**src/rtl/pic_bus_sequencer.sv**
```systemverilog
// 8259 data bus buffer sequencer: strobe synchronizers, CPU read/write enables, INTA pulse FSM.
// Optional PIC_POLL_EN macro adds poll-mode reads. dbg_state encoding: 0=IDLE 1=P1 2=G1 3=P2 4=G2 5=P3.
module pic_bus_sequencer #(
  parameter int INTA_TIMEOUT = 64,
  parameter int TO_W         = 7
) (
  input  logic       clk,
  input  logic       reset,
  input  logic       cs_n,
  input  logic       rd_n,
  input  logic       wr_n,
  input  logic       inta_n,
  input  logic       a0,
  input  logic       mode_8086,
  input  logic       read_isr,
  input  logic [7:0] irr,
  input  logic [7:0] isr,
  input  logic [7:0] imr,
  input  logic [7:0] vector,
  input  logic [7:0] addr_lo,
  input  logic [7:0] addr_hi,
`ifdef PIC_POLL_EN
  input  logic       poll,
  input  logic [2:0] poll_level,
  input  logic       int_pending,
`endif
  output logic       bus_r,
  output logic       bus_w,
  output logic [7:0] internal_out,
  output logic       internal_oe,
  output logic       wr_pulse,
  output logic       wr_a0,
  output logic       freeze,
  output logic       isr_set,
  output logic       inta_abort,
  output logic [2:0] dbg_state
);

  // Handshake: strobes are level-sensitive CPU pins; every output is registered and
  // follows a synchronized strobe edge two clk edges after it is first sampled.

  typedef enum logic [2:0] {
    IDLE = 3'd0,
    P1   = 3'd1,
    G1   = 3'd2,
    P2   = 3'd3,
    G2   = 3'd4,
    P3   = 3'd5
  } state_t;

  localparam logic [TO_W-1:0] TO_LIM   = TO_W'(INTA_TIMEOUT);
  // Bit order {a0, inta_n, wr_n, rd_n, cs_n}; strobes rest high so reset looks idle.
  localparam logic [4:0]      SYNC_RST = 5'b01111;

  logic [4:0]      sync1_q, sync2_q;
  state_t          state_q;
  logic            mode_q;
  logic [TO_W-1:0] to_cnt_q, to_cnt_d;
  logic            bus_r_q, bus_w_q, oe_q;
  logic [7:0]      out_q;
  logic            wr_pulse_q, wr_a0_q, freeze_q, isr_set_q, inta_abort_q;
  logic [7:0]      rd_byte;
  logic            cs_s, rd_s, wr_s, inta_s, a0_s;
  logic            rd_act, wr_act, inta_act;
`ifdef PIC_POLL_EN
  logic            pend_q;
`endif

  always_ff @(posedge clk or posedge reset) begin
    if (reset) begin
      sync1_q <= SYNC_RST;
      sync2_q <= SYNC_RST;
    end else begin
      sync1_q <= {a0, inta_n, wr_n, rd_n, cs_n};
      sync2_q <= sync1_q;
    end
  end

  assign cs_s     = sync2_q[0];
  assign rd_s     = sync2_q[1];
  assign wr_s     = sync2_q[2];
  assign inta_s   = sync2_q[3];
  assign a0_s     = sync2_q[4];
  // Simultaneous rd and wr is treated as neither.
  assign rd_act   = ~cs_s & ~rd_s & wr_s;
  assign wr_act   = ~cs_s & ~wr_s & rd_s;
  assign inta_act = ~inta_s;
  assign to_cnt_d = to_cnt_q + TO_W'(1);

  always_comb begin
    rd_byte = a0_s ? imr : (read_isr ? isr : irr);
`ifdef PIC_POLL_EN
    if (poll) rd_byte = {int_pending, 4'b0000, poll_level};
`endif
  end

  always_ff @(posedge clk or posedge reset) begin
    if (reset) begin
      state_q      <= IDLE;
      mode_q       <= 1'b0;
      to_cnt_q     <= '0;
      bus_r_q      <= 1'b0;
      bus_w_q      <= 1'b0;
      oe_q         <= 1'b0;
      out_q        <= 8'h00;
      wr_pulse_q   <= 1'b0;
      wr_a0_q      <= 1'b0;
      freeze_q     <= 1'b0;
      isr_set_q    <= 1'b0;
      inta_abort_q <= 1'b0;
`ifdef PIC_POLL_EN
      pend_q       <= 1'b0;
`endif
    end else begin
      wr_pulse_q   <= 1'b0;
      isr_set_q    <= 1'b0;
      inta_abort_q <= 1'b0;
      to_cnt_q     <= '0;
      case (state_q)
        IDLE: begin
          if (inta_act) begin
            // INTA wins over any CPU access in flight; a cut-short write gives no pulse.
            state_q   <= P1;
            freeze_q  <= 1'b1;
            isr_set_q <= 1'b1;
            mode_q    <= mode_8086;
            bus_w_q   <= 1'b0;
            bus_r_q   <= ~mode_8086;
            oe_q      <= ~mode_8086;
            out_q     <= mode_8086 ? 8'h00 : 8'hCD;
          end else if (rd_act) begin
            bus_r_q <= 1'b1;
            bus_w_q <= 1'b0;
            oe_q    <= 1'b1;
            out_q   <= rd_byte;
          end else if (wr_act) begin
            if (!bus_w_q) wr_a0_q <= a0_s;
            bus_w_q <= 1'b1;
            bus_r_q <= 1'b0;
            oe_q    <= 1'b0;
            out_q   <= 8'h00;
          end else begin
            wr_pulse_q <= bus_w_q & wr_s;
            bus_w_q    <= 1'b0;
            bus_r_q    <= 1'b0;
            oe_q       <= 1'b0;
            out_q      <= 8'h00;
          end
`ifdef PIC_POLL_EN
          if (rd_act && !inta_act) begin
            pend_q <= poll & int_pending;
          end else begin
            pend_q <= 1'b0;
            if (!inta_act && pend_q) isr_set_q <= 1'b1;
          end
`endif
        end
        P1: begin
          if (!inta_act) begin
            state_q <= G1;
            bus_r_q <= 1'b0;
            oe_q    <= 1'b0;
            out_q   <= 8'h00;
          end
        end
        G1: begin
          if (inta_act) begin
            state_q <= P2;
            bus_r_q <= 1'b1;
            oe_q    <= 1'b1;
            out_q   <= mode_q ? vector : addr_lo;
          end else if (to_cnt_d == TO_LIM) begin
            state_q      <= IDLE;
            freeze_q     <= 1'b0;
            inta_abort_q <= 1'b1;
          end else begin
            to_cnt_q <= to_cnt_d;
          end
        end
        P2: begin
          if (!inta_act) begin
            bus_r_q <= 1'b0;
            oe_q    <= 1'b0;
            out_q   <= 8'h00;
            if (mode_q) begin
              state_q  <= IDLE;
              freeze_q <= 1'b0;
            end else begin
              state_q <= G2;
            end
          end else begin
            out_q <= mode_q ? vector : addr_lo;
          end
        end
        G2: begin
          if (inta_act) begin
            state_q <= P3;
            bus_r_q <= 1'b1;
            oe_q    <= 1'b1;
            out_q   <= addr_hi;
          end else if (to_cnt_d == TO_LIM) begin
            state_q      <= IDLE;
            freeze_q     <= 1'b0;
            inta_abort_q <= 1'b1;
          end else begin
            to_cnt_q <= to_cnt_d;
          end
        end
        P3: begin
          if (!inta_act) begin
            state_q  <= IDLE;
            freeze_q <= 1'b0;
            bus_r_q  <= 1'b0;
            oe_q     <= 1'b0;
            out_q    <= 8'h00;
          end else begin
            out_q <= addr_hi;
          end
        end
        default: state_q <= IDLE;
      endcase
    end
  end

  assign bus_r        = bus_r_q;
  assign bus_w        = bus_w_q;
  assign internal_out = out_q;
  assign internal_oe  = oe_q;
  assign wr_pulse     = wr_pulse_q;
  assign wr_a0        = wr_a0_q;
  assign freeze       = freeze_q;
  assign isr_set      = isr_set_q;
  assign inta_abort   = inta_abort_q;
  assign dbg_state    = state_q;

endmodule

```
**config.mk**
```make
export PLATFORM = sky130hd
export DESIGN_NAME = pic_bus_sequencer
export DESIGN_NICKNAME = d
export VERILOG_FILES = /design/src/rtl/pic_bus_sequencer.sv
export SDC_FILE = /design/constraint.sdc
export NUM_CORES = 1
export LEC_CHECK = 0
export CORE_ASPECT_RATIO = 0.6
export CORE_MARGIN = 5
export CORE_UTILIZATION = 43
export DETAILED_ROUTE_END_ITERATION = 10
export GPL_TIMING_DRIVEN = 0
export HOLD_SLACK_MARGIN = 0.15
export PLACE_DENSITY = 0.81
export SLEW_MARGIN = 20
export SYNTH_ARGS = -nofsm -noshare
export SYNTH_HDL_FRONTEND = slang
export SYNTH_SLANG_ARGS = --single-unit
```
**constraint.sdc**
```tcl
create_clock -name clk -period 2.1 [get_ports clk]
set_clock_uncertainty 0.05 [all_clocks]
set_input_delay 0.315 -clock clk [delete_from_list [all_inputs] [get_ports clk]]
set_output_delay 0.315 -clock clk [all_outputs]
set_load 0.03 [all_outputs]
```
==> results of run 1 <==
==> state kept, by name, summed over array words and instances (netlist names) <==
name / count
wr_pulse: 1
sync2_q: 5
wr_a0: 1
sync1_q: 5
bus_w: 1
freeze: 1
internal_oe: 1
inta_abort: 1
dbg_state: 3
internal_out: 8
to_cnt_q: 7
isr_set: 1
mode_q: 1
==> per-stage QoR <==
stage / hold slack (ps) / total power [W]
after floorplan: 269.5 / 0.001708
after global placement: 285.4 / 0.002175
after detailed placement: 284.7 / 0.002203
after CTS: 302.9 / 0.002699
after global routing: 302.8 / 0.002840
final: 296.9 / 0.002683
==> critical path, delay by kind of cell (launching register included) <==
family                 cells  cell delay [ps]
buffers and inverters      2              770
flip-flops                 1              400
==> worst min path at each step <==
stage / endpoint / from
after floorplan: sync1_q[0] / cs_n
after global placement: sync2_q[4] / sync1_q[4]
after detailed placement: sync2_q[4] / sync1_q[4]
after CTS: sync2_q[4] / sync1_q[4]
after global routing: sync2_q[4] / sync1_q[4]
final: sync2_q[4] / sync1_q[4]
==> metal layers <==
layer / global-route usage, % / wire length, microns / up-vias
li1: - / - / 828
met4: 5.133 / 42 / 0
met1: 24.71 / 2206 / 759
met2: 25.97 / 2139 / 83
met3: 8.059 / 598 / 6
met5: 0 / 0 / -
==> cells by family after synthesis <==
| kind of cell | count (synthesis) | synth area share [%] |
|---|---|---|
| AND/OR/NAND/NOR | 56 | 14.73 |
| AO/OA/AOI/OAI | 45 | 17.00 |
| flip-flops | 36 | 48.53 |
| multiplexers | 24 | 13.67 |
| buffers and inverters | 15 | 3.533 |
| XOR/XNOR | 4 | 1.867 |
| adder cells (fa/ha/maj) | 1 | 0.6666 |
==> where the power goes <==
group / leakage (nW) / internal [W] / switching, W
registers: 0.447 / 0.000833 / 0.0000908
clock network: 0.0412 / 0.000232 / 0.000259
logic: 0.637 / 0.000582 / 0.000687
==> layout by cell type, fill, tap and decap left out, drive strengths merged <==
cell type,instances
clkdlybuf4s50,74
dfrtp,28
nand2,19
nor2,14
mux2,13
mux2i,11
clkbuf,11
a21oi,9
o21ai,9
o221ai,8
dfstp,8
nand3,7
buf,6
a22oi,5
inv,4
o211ai,4
nand2b,3
nor2b,3
o32a,2
or4b,2
xor2,2
xnor2,2
nor3,2
o21a,2
and2,1
a211o,1
or3,1
and4bb,1
and3,1
or2,1
a221oi,1
a311o,1
nor3b,1
o32ai,1
a31oi,1
o31ai,1
ha,1
clkinvlp,1
clkinv,1
==> cells in the mapped netlist (3+ instances only) <==
master    instances
nor2b_1           3
nor2_1           14
nand2_1          19
buf_2             5
clkbuf_1          5
a22oi_1           5
mux2i_1          11
mux2_2           13
o21ai_0           8
o211ai_1          3
a21oi_1           9
nand3_1           6
nand2b_1          3
dfrtp_1          28
dfstp_2           8
inv_1             4
o221ai_1          8
==> cell type report <==
cell class / instances / area share (%)
Buffer: 11 / 1.847
Multi-Input combinational cell: 130 / 32.39
Tap cell: 60 / 2.703
Inverter: 4 / 0.5405
Clock buffer: 6 / 2.613
Sequential cell: 36 / 32.79
Timing Repair Buffer: 74 / 26.67
Clock inverter: 2 / 0.4505
==> results.yml, run 1 <==
cells_and_area:
  n_fill_cell: 334
  syn2layout_area_growth_pct: 48.00
  final_area_sq_mm: 0.002778
  fin_util_pct: 66.67
  antenna-diode-count: 0
  drive_gt1_share_pct: 14.83
  multi_input_area_sq_um: 899.6
  final_nets: 320
  regArea_sq_um: 910.9
  instances_no_fill: 323
sta:
  grt_setup_unrepaired: "false"
  tns_ps: 0
  finalHoldViolations: 0
  drv_slew: 0
  fin_ws_ps: 271.0
  period_share_pct: 87.09
  setup-violations-final: 0
  slew_headroom_pct: 52.37
  max_freq_mhz: 546.8
  worst_pin_slew_ps: 713.4
  finalCriticalPeriod_ps: 1829
drt:
  wire_per_inst_microns: 15.44
  via_count: 1676
  drc_errors: 0
  detail-route-antenna-nets: 0
  viasPerCell: 5.189
  routed_wirelength_mm: 4.988
  first_pass_iters: 4
  drt_iter0_markers: 108
yosys:
  synth.area.top_cells: "dfrtp_1 37%, dfstp_2 11%, mux2_2 7.8%"
  synth.net_count: 239
  syn_inst: 181
  syn_area_per_cell_sq_um: 10.37
  synth_seq_cells: 36
  synth.distinct_cells: 40
  syn_area_sq_mm: 0.001877
  synth_top_area_share_pct: 37.33
  synth-seq-area-share_pct: 48.53
  synth_ff_type: "dfrtp_1"
  yosysWarnings: 0
  synth_edf_count: 0
  synthArstFlopShare_pct: 100.0
  synth_top_cell_by_area: "dfrtp_1"
clock_tree:
  clk_root_buffer_cell: "clkbuf_8"
  postCtsHoldBufs: 0
  htreeDepth: 2
  cts-resized-gates: 0
  path_clk_slew_ps: 70
  numCtsBuffers: 5
  clock_path_buffers: 2
  cts_tree: "built"
  numClockSinks: 36
  cts_setup_buffers: 0
  worstSkewPairLatency_ps: 290
critical_path:
  arrival_ps: 1460
  crit_fanout: 3
  worst-r2r-setup-slack_ps: 290
  reg2reg_to: "internal_out[6]"
  ff2ff_path_depth: 4
  criticalPathCategory: "register to output port"
  worstPathCellList: "buf_4, clkdlybuf4s50_1"
  crit_end: "internal_oe"
  timing.rr.start: "mode_q"
  slowest_stage: "clkdlybuf4s50_1"
  crit_start: "internal_oe"
  worstSetupStartpointType: "register"
  endpoint_kind: "output port"
  slowest_delay_ps: 650
  required_ps: 1740
floorplan:
  die_x_microns: 95.29
  io_pins: 76
  dieArea_sq_mm: 0.005829
  core_sq_mm: 0.004167
  start_util_pct: 45.05
  row_count: 18
  die_y_microns: 61.18
global_route:
  grt_max_degree: 37
  grt_pass1_wl_mm: 8.010
  antenna_found_initial: 0
  grt_pass1_vias: 1658
  overflow: 0
  grt_usage_pct: 18.06
power:
  irDropWorstVdd_mv: 0.4786
  leakagePower_nw: 1.126
  p_per_area_mw_per_mm2: 966.1
run:
  cap_viol_max_count: 0
placed_design:
  dp_cells: 315
  place_congestion: 0.7996
  dp_hpwl_mm: 3.867
  dp_slack_ps: 271.8
  port_buffers: 74
  place_area_sq_mm: 0.002693
hold_path:
  hold_path.class: "register to register"
  hold_path_depth: 0
outcome:
  outcome: "complete, no violations"
No activity file was read; power rests on OpenSTA's default activity.
==> run 2: changes to the inputs <==
Settings changed: SKIP_LAST_GASP from default to 1.
==> results of run 2 <==
No change in the layout: final DEF, timing and power equal those of run 1.
==> run 3: changes to the inputs <==
Settings changed: GPL_TIMING_DRIVEN 0 to default.
==> results.yml, run 3 (synthesized netlist as in run 1, its figures left out) <==
power:
  p_sw_share_pct: 38.28
  leakagePower_nw: 1.118
  intPower_w: 0.001629
  power_frac_seq_pct: 38.5
  net-switching-power_w: 0.001010
  p_per_area_mw_per_mm2: 955.2
  clock_power_share_pct: 17.8
  power_frac_comb_pct: 43.8
  irDropWorstVdd_mv: 0.5567
  totalPowerFinal_w: 0.002639
critical_path:
  timing.rr.start: "dbg_state[0]"
  required_ps: 1740
  slowest_delay_ps: 760
  worstSetupStartpointType: "register"
  critPathTopFamily: "buffers and inverters"
  worst-r2r-setup-slack_ps: 270
  ff2ff_path_depth: 4
  arrival_ps: 1600
  critPathBufInv: 1
  reg2reg_to: "wr_a0"
  criticalPathCategory: "register to output port"
  slowest_stage: "clkdlybuf4s50_1"
  worstPathCellList: "clkdlybuf4s50_1"
  endpoint_kind: "output port"
  crit_fanout: 14
clock_tree:
  numCtsBuffers: 5
  postCtsHoldBufs: 0
  path_clk_slew_ps: 70
  clock_path_buffers: 2
  cts_tree: "built"
  cts_setup_buffers: 0
  htreeDepth: 2
  worstSkewPairLatency_ps: 290
  clk_root_buffer_cell: "clkbuf_8"
  cts-resized-gates: 0
  numClockSinks: 36
global_route:
  grt_pass1_vias: 1588
  grt_pass1_wl_mm: 7.728
  grt_usage_pct: 17.68
  grt_max_degree: 37
  antenna_found_initial: 0
  overflow: 0
sta:
  grt_setup_unrepaired: "false"
  worst_pin_slew_ps: 603.1
  max_freq_mhz: 508.9
  whs_ps: 307.3
  slew_headroom_pct: 59.79
  setup-violations-final: 0
  drv_slew: 0
  finalCriticalPeriod_ps: 1965
  period_share_pct: 93.58
  tns_ps: 0
  finalHoldViolations: 0
floorplan:
  start_util_pct: 45.05
  die_y_microns: 61.18
  core_sq_mm: 0.004167
  die_x_microns: 95.29
  dieArea_sq_mm: 0.005829
  io_pins: 76
  row_count: 18
drt:
  via_count: 1701
  routed_wirelength_mm: 5.009
  drt_iter0_markers: 139
  drc_errors: 0
  first_pass_iters: 4
  detail-route-antenna-nets: 0
  wire_per_inst_microns: 15.80
  viasPerCell: 5.366
cells_and_area:
  antenna-diode-count: 0
  syn2layout_area_growth_pct: 47.20
  final_nets: 314
  layout_common_cells: "75 x clkdlybuf4s50_1, 28 x dfrtp_1, 19 x nand2_1"
  layout_commonest_cell: "clkdlybuf4s50_1"
  largest_reg_flops: 8
  final_area_sq_mm: 0.002763
  drive_gt1_share_pct: 13.62
run:
  cap_viol_max_count: 0
outcome:
  outcome: "complete, no violations"
placed_design:
  port_buffers: 75
  place_area_sq_mm: 0.002681
  dp_hpwl_mm: 3.816
  place_congestion: 0.8225
hold_path:
  hold_path.class: "register to register"
  hold_path_depth: 0
  hold_path_end: "sync2_q[3]"
  min_from: "sync1_q[3]"
run 3: cell type report:
| class | instances | area, sq um |
|---|---|---|
| inverters | 4 | 15.01 |
| flip-flops and latches | 36 | 910.9 |
| clock buffers | 7 | 76.32 |
| multi-input cells | 130 | 899.6 |
| fillers | 341 | 1404 |
| clock inverters | 1 | 5.005 |
| well taps | 60 | 75.07 |
| repair buffers | 79 | 780.7 |
run 3: worst max-delay path by stage:
stage,startpoint,end,cells after the start
floorplan,dbg_state[0],internal_out[0],5
detailed placement,read_isr,internal_out[1],5
finish,dbg_state[1],dbg_state[1],1
global placement,read_isr,internal_out[5],5
CTS,dbg_state[1],dbg_state[1],1
global route,dbg_state[1],dbg_state[1],1
run 3: power by group through the flow:
| stage | logic (W) | clock network, W | registers, W |
|---|---|---|---|
| after floorplan | 0.000581 | 0 | 0.00113 |
| after global placement | 0.00114 | 0 | 0.00102 |
| after detailed placement | 0.00116 | 0 | 0.00102 |
| after CTS | 0.00116 | 0.000483 | 0.00101 |
| after global routing | 0.00123 | 0.000516 | 0.00104 |
| final | 0.00115 | 0.000469 | 0.00101 |
run 3: through the flow:
step | cells | setup WS, ps | utilization, %
after CTS | 317 | 116.1 | 66.31
after global placement | 309 | 194.3 | 64.35
after floorplan | 181 | 280.1 | -
after detailed placement | 309 | 169.5 | 64.35
after global routing | 317 | 57.69 | 66.31
final | 317 | 134.8 | 66.31
run 3: routing by layer:
layer	up-vias	routed length, microns	GRT usage (%)
met1	808	2317	25.37
met2	70	2146	25.37
li1	815	-	-
met3	8	503	6.716
met4	0	42	4.107
met5	-	0	0
